**src/rtl/piso_serializer_pkg.sv**
```systemverilog
// Shared definitions for the parallel-in serial-out transmitter:
// FSM state encoding and the counter width helper.
package piso_serializer_pkg;

    localparam logic [0:0] IDLE  = 1'b0;
    localparam logic [0:0] SHIFT = 1'b1;

    // Counters need at least one bit even when the modulus is 1.
    function automatic int cnt_width(input int n);
        return (n <= 1) ? 1 : $clog2(n);
    endfunction

endpackage

```
**src/rtl/piso_serializer_if.sv**
```systemverilog
// Word handshake plus serial link signals of the transmitter.
interface piso_serializer_if #(
    parameter int DATA_W = 8
);
    logic [DATA_W-1:0] data_in;
    logic              valid_in;
    logic              ready_out;
    logic              serial_out;
    logic              frame_out;
    logic              done;

    modport master (
        output data_in, valid_in,
        input  ready_out, serial_out, frame_out, done
    );

    modport slave (
        input  data_in, valid_in,
        output ready_out, serial_out, frame_out, done
    );
endinterface

```
**src/rtl/piso_serializer_bit_timer.sv**
```systemverilog
// Modulo-CLKS_PER_BIT clock counter; tc flags the final clock of a bit period.
module piso_serializer_bit_timer
    import piso_serializer_pkg::*;
#(
    parameter int CLKS_PER_BIT = 4
) (
    input  logic clk,
    input  logic rst,
    input  logic clear,
    input  logic enable,
    output logic tc
);
    localparam int W = cnt_width(CLKS_PER_BIT);
    localparam logic [W-1:0] LAST = W'(CLKS_PER_BIT - 1);

    logic [W-1:0] cnt_reg;

    assign tc = (cnt_reg == LAST);

    always_ff @(posedge clk or negedge rst) begin
        if (!rst) begin
            cnt_reg <= '0;
        end else if (clear) begin
            cnt_reg <= '0;
        end else if (enable) begin
            cnt_reg <= tc ? '0 : cnt_reg + W'(1);
        end
    end
endmodule

```
**src/rtl/piso_serializer.sv**
```systemverilog
// Parallel-in serial-out transmitter: one word per frame, each bit held
// CLKS_PER_BIT clocks, frame_out qualifying every data cycle.
module piso_serializer
    import piso_serializer_pkg::*;
#(
    parameter int DATA_W       = 8,
    parameter int CLKS_PER_BIT = 4,
    parameter bit MSB_FIRST    = 1'b1
) (
    input  logic               clk,
    input  logic               rst,
    piso_serializer_if.slave   bus
);
    localparam int BW = cnt_width(DATA_W);
    localparam logic [BW-1:0] BIT_LAST = BW'(DATA_W - 1);

    logic [0:0]        state_reg;
    logic [DATA_W-1:0] shreg_reg;
    logic [DATA_W-1:0] shreg_next;
    logic [BW-1:0]     bit_cnt_reg;
    logic              serial_reg;
    logic              frame_reg;
    logic              done_reg;
    logic              first_bit;
    logic              next_bit;
    logic              bit_end;
    logic              accept;
    logic              last_bit;

    assign accept   = bus.valid_in && (state_reg == IDLE);
    assign last_bit = (bit_cnt_reg == BIT_LAST);

    // The next bit to send always sits at the outgoing end of the shifted word.
    generate
        if (MSB_FIRST) begin : g_msb
            assign shreg_next = shreg_reg << 1;
            assign first_bit  = bus.data_in[DATA_W-1];
            assign next_bit   = shreg_next[DATA_W-1];
        end else begin : g_lsb
            assign shreg_next = shreg_reg >> 1;
            assign first_bit  = bus.data_in[0];
            assign next_bit   = shreg_next[0];
        end
    endgenerate

    piso_serializer_bit_timer #(
        .CLKS_PER_BIT (CLKS_PER_BIT)
    ) u_bit_timer (
        .clk    (clk),
        .rst    (rst),
        .clear  (accept),
        .enable (state_reg == SHIFT),
        .tc     (bit_end)
    );

    always_ff @(posedge clk or negedge rst) begin
        if (!rst) begin
            state_reg   <= IDLE;
            shreg_reg   <= '0;
            bit_cnt_reg <= '0;
            serial_reg  <= 1'b0;
            frame_reg   <= 1'b0;
            done_reg    <= 1'b0;
        end else begin
            done_reg <= 1'b0;
            if (state_reg == IDLE) begin
                if (bus.valid_in) begin
                    state_reg   <= SHIFT;
                    shreg_reg   <= bus.data_in;
                    bit_cnt_reg <= '0;
                    serial_reg  <= first_bit;
                    frame_reg   <= 1'b1;
                end
            end else if (bit_end) begin
                if (last_bit) begin
                    state_reg   <= IDLE;
                    bit_cnt_reg <= '0;
                    serial_reg  <= 1'b0;
                    frame_reg   <= 1'b0;
                    done_reg    <= 1'b1;
                end else begin
                    bit_cnt_reg <= bit_cnt_reg + BW'(1);
                    shreg_reg   <= shreg_next;
                    serial_reg  <= next_bit;
                end
            end
        end
    end

    assign bus.ready_out  = (state_reg == IDLE);
    assign bus.serial_out = serial_reg;
    assign bus.frame_out  = frame_reg;
    assign bus.done       = done_reg;
endmodule
```
**src/flat_wrapper.sv**
```systemverilog
// flat-port wrapper written by rule: the top's interface ports become plain ports
module piso_serializer_flat import piso_serializer_pkg::*;
#(
    parameter int DATA_W       = 8,
    parameter int CLKS_PER_BIT = 4,
    parameter bit MSB_FIRST    = 1'b1
)
  (clk, rst, bus_data_in, bus_valid_in, bus_ready_out, bus_serial_out, bus_frame_out, bus_done);
  piso_serializer_if #(.DATA_W(DATA_W)) bus_i ();
  input  logic clk;
  input  logic rst;
  input wire logic [$bits(bus_i.data_in)-1:0] bus_data_in;
  input wire logic [$bits(bus_i.valid_in)-1:0] bus_valid_in;
  output wire logic [$bits(bus_i.ready_out)-1:0] bus_ready_out;
  output wire logic [$bits(bus_i.serial_out)-1:0] bus_serial_out;
  output wire logic [$bits(bus_i.frame_out)-1:0] bus_frame_out;
  output wire logic [$bits(bus_i.done)-1:0] bus_done;
  assign bus_i.data_in = bus_data_in;
  assign bus_i.valid_in = bus_valid_in;
  assign bus_ready_out = bus_i.ready_out;
  assign bus_serial_out = bus_i.serial_out;
  assign bus_frame_out = bus_i.frame_out;
  assign bus_done = bus_i.done;
  piso_serializer #(.DATA_W(DATA_W), .CLKS_PER_BIT(CLKS_PER_BIT), .MSB_FIRST(MSB_FIRST)) u_core (.clk(clk), .rst(rst), .bus(bus_i));
endmodule
```
**config.mk**
```make
export PLATFORM = sky130hd
export DESIGN_NAME = piso_serializer_flat
export DESIGN_NICKNAME = d
export VERILOG_FILES = /design/src/rtl/piso_serializer_pkg.sv /design/src/rtl/piso_serializer_if.sv /design/src/rtl/piso_serializer_bit_timer.sv /design/src/rtl/piso_serializer.sv /design/src/flat_wrapper.sv
export SDC_FILE = /design/constraint.sdc
export NUM_CORES = 1
export LEC_CHECK = 0
export BUFFER_PORTS_ARGS = -buffer_cell sky130_fd_sc_hd__buf_2
export CORE_AREA = 2 2 41 43
export DETAILED_ROUTE_END_ITERATION = 6
export DIE_AREA = 0 0 43 45
export GPL_TIMING_DRIVEN = 1
export MAX_ROUTING_LAYER = met4
export PLACE_DENSITY = 0.75
export SYNTH_ARGS = -nofsm -noshare
export SYNTH_HDL_FRONTEND = slang
export SYNTH_SLANG_ARGS = --single-unit
```
**constraint.sdc**
```tcl
create_clock -name clk -period 3 [get_ports clk]
set_clock_uncertainty 0.2 [all_clocks]
set_input_delay 0.6 -clock clk [delete_from_list [all_inputs] [get_ports clk]]
set_output_delay 0.6 -clock clk [all_outputs]
set_load 0.05 [all_outputs]
```
==> metrics.yaml, run 1 <==
status: "complete, no violations"
dr.pass1.iters: 4
via_per_inst: 5.47
share_comb_of_total_power_pct: 42.1
fp-row-count: 14
ctsHtreeMaxLevel: 1
power_density_nw_per_um2: 974
diodes: 0
drive_gt1_share_pct: 24.4
cts_root_buffer: "clkbuf_4"
num_vias: 558
critPathCaptureType: "output pin"
syn-num-nets: 89
dpl.cell_count: 99
place_congestion: 0.827
slew_headroom_pct: 68.0
ir_worst_vdd_mv: 0.500
ys.warnings.count: 0
insertion_delay_ps: 290
worst_slew_pin_slew_ps: 478
grt_pass1_vias: 533
largest_register_ffs: 7
cts_setup_buffers: 0
switchingPower_uw: 317
route.detailed.wl_per_inst_um: 13.1
clk_pin_slew_ps: 90
seq_area_um2: 400
critical_path_required_ps: 2200
grt_max_degree: 17
ys_top_cells_by_count: "16 x dfrtp_1, 9 x nor2_1, 8 x nand2_1, 7 x a21oi_1, 6 x o22ai_1"
grt_use_total_pct: 16.7
setup_viol: 0
ys_ff_latch: 16
total_leakage_power_uw: 0.000404
synth_edf_count: 0
maxCapViolCount: 0
drt-total-wl_um: 1340
cts_hold_buf: 0
synth-main-ff-cell: "dfrtp_1"
fin_crit_sh_pct: 67.6
async_flop_share_pct: 100
synth_area_leaders: "dfrtp_1 51%, ha_1 6.4%, o22ai_1 4.8%, a21oi_1 4.5%, nor2_1 4.3%"
antenna_left: 0
cp_max_fo: 11
final_cells: 102
dieHeight_um: 45
num-fill-cells: 129
clkPwrFrac_pct: 13.4
slew_viol_final: 0
grt_setup_unrepaired: "false"
criticalPathCategory: "reg2out"
rr_endpoint: "u_core.shreg_reg[1]$_DFFE_PN0P_"
multiInputGateArea_um2: 328
cp-start-kind: "register"
first_iter_violations: 12
fin_crit_ps: 2030
hold_viol_final: 0
dp_hpwl_um: 942
area_growth_pct: 8.48
grt_overflow: 0
worstHoldPathType: "in2async"
ys_seq_area_share_pct: 51.2
clockBufferDepth: 2
finalPower_uw: 826
io_buffers: 14
fp.dieArea_um2: 1940
seqPwrFrac_pct: 44.5
switching_share_pct: 38.4
syn_inst: 74
ioPinCount: 15
die_x_um: 43
yosysMostFrequentCell: "dfrtp_1"
max_freq_mhz: 493
grt_pass1_wl_um: 2300
setup_tns_ps: 0
power.internal_uw: 509
cp.arrival_ps: 1230
cts.sinks: 16
antenna_found_initial: 0
regToRegSetupSlack_ps: 1320
r2r_start: "u_core.bit_cnt_reg[0]$_DFFE_PN0P_"
final_nets: 103
cts_resized: 0
numCtsBuffers: 3
reg2reg_depth: 5
drc: 0
cts_tree: "yes"
start_util_pct: 53.1
netlist.area_leader.share_pct: 51.2
synth.distinct_cells: 23
synth_top_area_cell: "dfrtp_1"
coreArea_um2: 1470
synth_area_um2: 782
syn_area_per_cell_um2: 10.6
cell families (layout without fill, tap and decap cells):
family / after synthesis / in the layout / share of synthesized area [%]
xor gates and xnor gates: 1 / 1 / 1.12
buffers and inverters: 7 / 19 / 6.88
AOI/OAI and AO/OA: 19 / 19 / 14.6
adders and majority gates: 4 / 4 / 6.40
and+or+nand+nor: 24 / 24 / 15.8
DFF: 16 / 16 / 51.2
muxes: 3 / 3 / 4.00
how the worst max path moves through the flow:
stage,start,end,slack [ps],cells past startpoint
after floorplan,u_core.state_reg$_DFF_PN0_,bus_ready_out,1360,2
after global placement,u_core.state_reg$_DFF_PN0_,bus_ready_out,1310,2
after detailed placement,bus_valid_in,u_core.shreg_reg[6]$_DFFE_PN0P_,1300,4
after CTS,u_core.state_reg$_DFF_PN0_,bus_ready_out,970,2
after global routing,u_core.state_reg$_DFF_PN0_,bus_ready_out,870,2
final,u_core.state_reg$_DFF_PN0_,bus_ready_out,970,2
routing by layer:
layer	wire, um	vias to the layer above	global-route usage [%]
met5	0	-	-
met2	623	11	24.8
met4	36	0	9.09
met1	625	260	22.0
li1	-	282	-
met3	50	5	2.80
final cells by class:
type / instances / area share, %
clock buffer: 3 / 2.65
inverter: 2 / 0.885
multi-input combinational: 51 / 38.6
sequential: 16 / 47.2
tap: 16 / 2.36
timing repair buffer: 14 / 8.26
power groups by stage:
| stage | registers [uW] | logic, uW | clock network, uW |
|---|---|---|---|
| final | 368 | 347 | 111 |
| after global routing | 381 | 393 | 119 |
| after CTS | 368 | 350 | 115 |
| after detailed placement | 372 | 346 | 0 |
| after global placement | 366 | 338 | 0 |
| after floorplan | 390 | 277 | 0 |
critical path, stage by stage, from the launching register on:
cell     delay [ps]
dfrtp_1         510
inv_1           150
buf_2           280
cell usage in the layout (no fill, tap or decap), drive strengths merged:
cell type | synthesis | final
a21boi | 1 | 1
a21oi | 7 | 7
a22o | 1 | 1
and3 | 1 | 1
buf | 5 | 14
clkbuf | 0 | 3
dfrtp | 16 | 16
ha | 4 | 4
inv | 2 | 2
mux2 | 1 | 1
mux2i | 2 | 2
nand2 | 8 | 8
nand2b | 1 | 1
nand3 | 1 | 1
nand3b | 1 | 1
nand4b | 1 | 1
nor2 | 9 | 9
nor2b | 2 | 2
o21ai | 3 | 3
o221ai | 1 | 1
o22ai | 6 | 6
xnor2 | 1 | 1
stage by stage:
| stage | utilization (%) | hold slack (ps) | worst slack [ps] | area, um^2 |
|---|---|---|---|---|
| global route | 57.7 | 36.0 | 873 | 848 |
| finish | 57.7 | 3.52 | 973 | 848 |
| detailed placement | 56.1 | 278 | 1300 | 826 |
| CTS | 57.7 | 17.7 | 970 | 848 |
| global placement | 56.1 | 273 | 1310 | 826 |
| floorplan | - | 104 | 1360 | 782 |
Power figures use the tool's default switching activity.
==> run 2: changes to the inputs <==
CORE_AREA = 2 2 40 46   (was 2 2 41 43)
DIE_AREA = 0 0 42 48   (was 0 0 43 45)
PLACE_DENSITY = 0.71   (was 0.75)
clock period = 2.1 ns   (was 3 ns; I/O delays follow)
==> metrics.yaml, run 2 (synthesis results as in run 1) <==
status: "complete, no violations"
die_x_um: 42
grt_setup_unrepaired: "false"
antenna_left: 0
seqPwrFrac_pct: 45.0
dp_hpwl_um: 971
route.detailed.wl_per_inst_um: 12.7
critical_path_required_ps: 1480
clk_pin_slew_ps: 80
cp-start-kind: "register"
reg2reg_depth: 5
worstHoldPathType: "in2reg"
dieHeight_um: 48
switchingPower_uw: 441
cts_resized: 0
grt_use_total_pct: 16.1
final_cell_mix: "16 x dfrtp_1, 14 x buf_2, 9 x nor2_1"
insertion_delay_ps: 280
ctsHtreeMaxLevel: 1
cts.sinks: 16
critPathCaptureType: "output pin"
coreArea_um2: 1520
place_congestion: 0.767
area_growth_pct: 9.92
rr_endpoint: "u_core.shreg_reg[6]$_DFFE_PN0P_"
max_freq_mhz: 538
clkPwrFrac_pct: 13.3
final_nets: 104
grt_overflow: 0
layout_commonest_cell: "dfrtp_1"
fin_crit_ps: 1860
setup_viol: 0
regToRegSetupSlack_ps: 450
antenna_found_initial: 0
slew_viol_final: 0
io_buffers: 14
grt_pass1_wl_um: 2210
fp-row-count: 15
total_leakage_power_uw: 0.000408
power_density_nw_per_um2: 1360
ioPinCount: 15
seq_area_um2: 400
drc: 0
r2r_start: "u_core.bit_cnt_reg[0]$_DFFE_PN0P_"
switching_share_pct: 37.8
holdPathEnd: "u_core.shreg_reg[0]$_DFFE_PN0P_"
cts_setup_buffers: 0
fp.dieArea_um2: 2020
drt-total-wl_um: 1320
largest_register_ffs: 7
cp_max_fo: 11
slew_headroom_pct: 67.8
hold_viol_final: 0
share_comb_of_total_power_pct: 41.8
maxCapViolCount: 0
ir_worst_vdd_mv: 0.638
numCtsBuffers: 3
num-fill-cells: 140
cp.arrival_ps: 1240
cts_hold_buf: 1
setup_tns_ps: 0
grt_pass1_vias: 507
via_per_inst: 5.56
multiInputGateArea_um2: 328
fin_util_pct: 56.5
fin_crit_sh_pct: 88.5
hold_start: "bus_data_in[0]"
drive_gt1_share_pct: 24.1
hold_depth: 3
grt_max_degree: 17
criticalPathCategory: "reg2out"
cts_tree: "yes"
first_iter_violations: 3
clockBufferDepth: 2
power.internal_uw: 727
num_vias: 578
worst_slew_pin_slew_ps: 482
dr.pass1.iters: 4
cts_root_buffer: "clkbuf_4"
start_util_pct: 51.4
diodes: 0
[run 2: cell types whose count changed in the layout (fill, tap and decap cells not counted), sizes merged]
cell | previous run | this run
dlygate4sd3 | 0 | 1
[run 2: how the worst max path moves through the flow]
| stage | start | end | slack, ps | cells after the start |
|---|---|---|---|---|
| after floorplan | u_core.bit_cnt_reg[0]$_DFFE_PN0P_ | u_core.shreg_reg[3]$_DFFE_PN0P_ | 520 | 6 |
| after global placement | u_core.bit_cnt_reg[0]$_DFFE_PN0P_ | u_core.shreg_reg[6]$_DFFE_PN0P_ | 500 | 5 |
| after detailed placement | u_core.bit_cnt_reg[0]$_DFFE_PN0P_ | u_core.shreg_reg[6]$_DFFE_PN0P_ | 470 | 5 |
| after CTS | u_core.state_reg$_DFF_PN0_ | bus_ready_out | 220 | 2 |
| after global routing | u_core.state_reg$_DFF_PN0_ | bus_ready_out | 160 | 2 |
| final | u_core.state_reg$_DFF_PN0_ | bus_ready_out | 240 | 2 |
[run 2: stage by stage]
step	worst slack (ps)	total power [uW]	area, um^2	cells	hold slack (ps)
after floorplan	520	953	782	74	-75.6
after global placement	499	1000	827	100	149
after detailed placement	469	1030	827	100	154
after CTS	216	1190	860	104	132
after global routing	161	1270	860	104	166
final	241	1170	860	104	135
[run 2: routing by layer]
metal / global-route usage [%] / part of all wire [%]
met1: 18.1 / 45
met2: 25.3 / 46
met3: 3.40 / 5.5
met4: 13.5 / 2.9
met5: - / 0
[run 2: cell type report]
type                       count  area share, %
sequential                    16           46.6
inverter                       2          0.873
clock buffer                   3           2.62
multi-input combinational     51           38.1
timing repair buffer          15           9.32
tap                           17           2.47
[run 2: worst max-delay path: stages (launching register included)]
cell	delay [ps]
dfrtp_1	530
inv_1	160
buf_2	270
[run 2: power by group through the flow]
stage | clock network [uW] | registers [uW] | logic, uW
floorplan | 0 | 557 | 396
global placement | 0 | 526 | 478
detailed placement | 0 | 532 | 496
CTS | 166 | 527 | 496
global route | 174 | 547 | 552
finish | 155 | 526 | 488
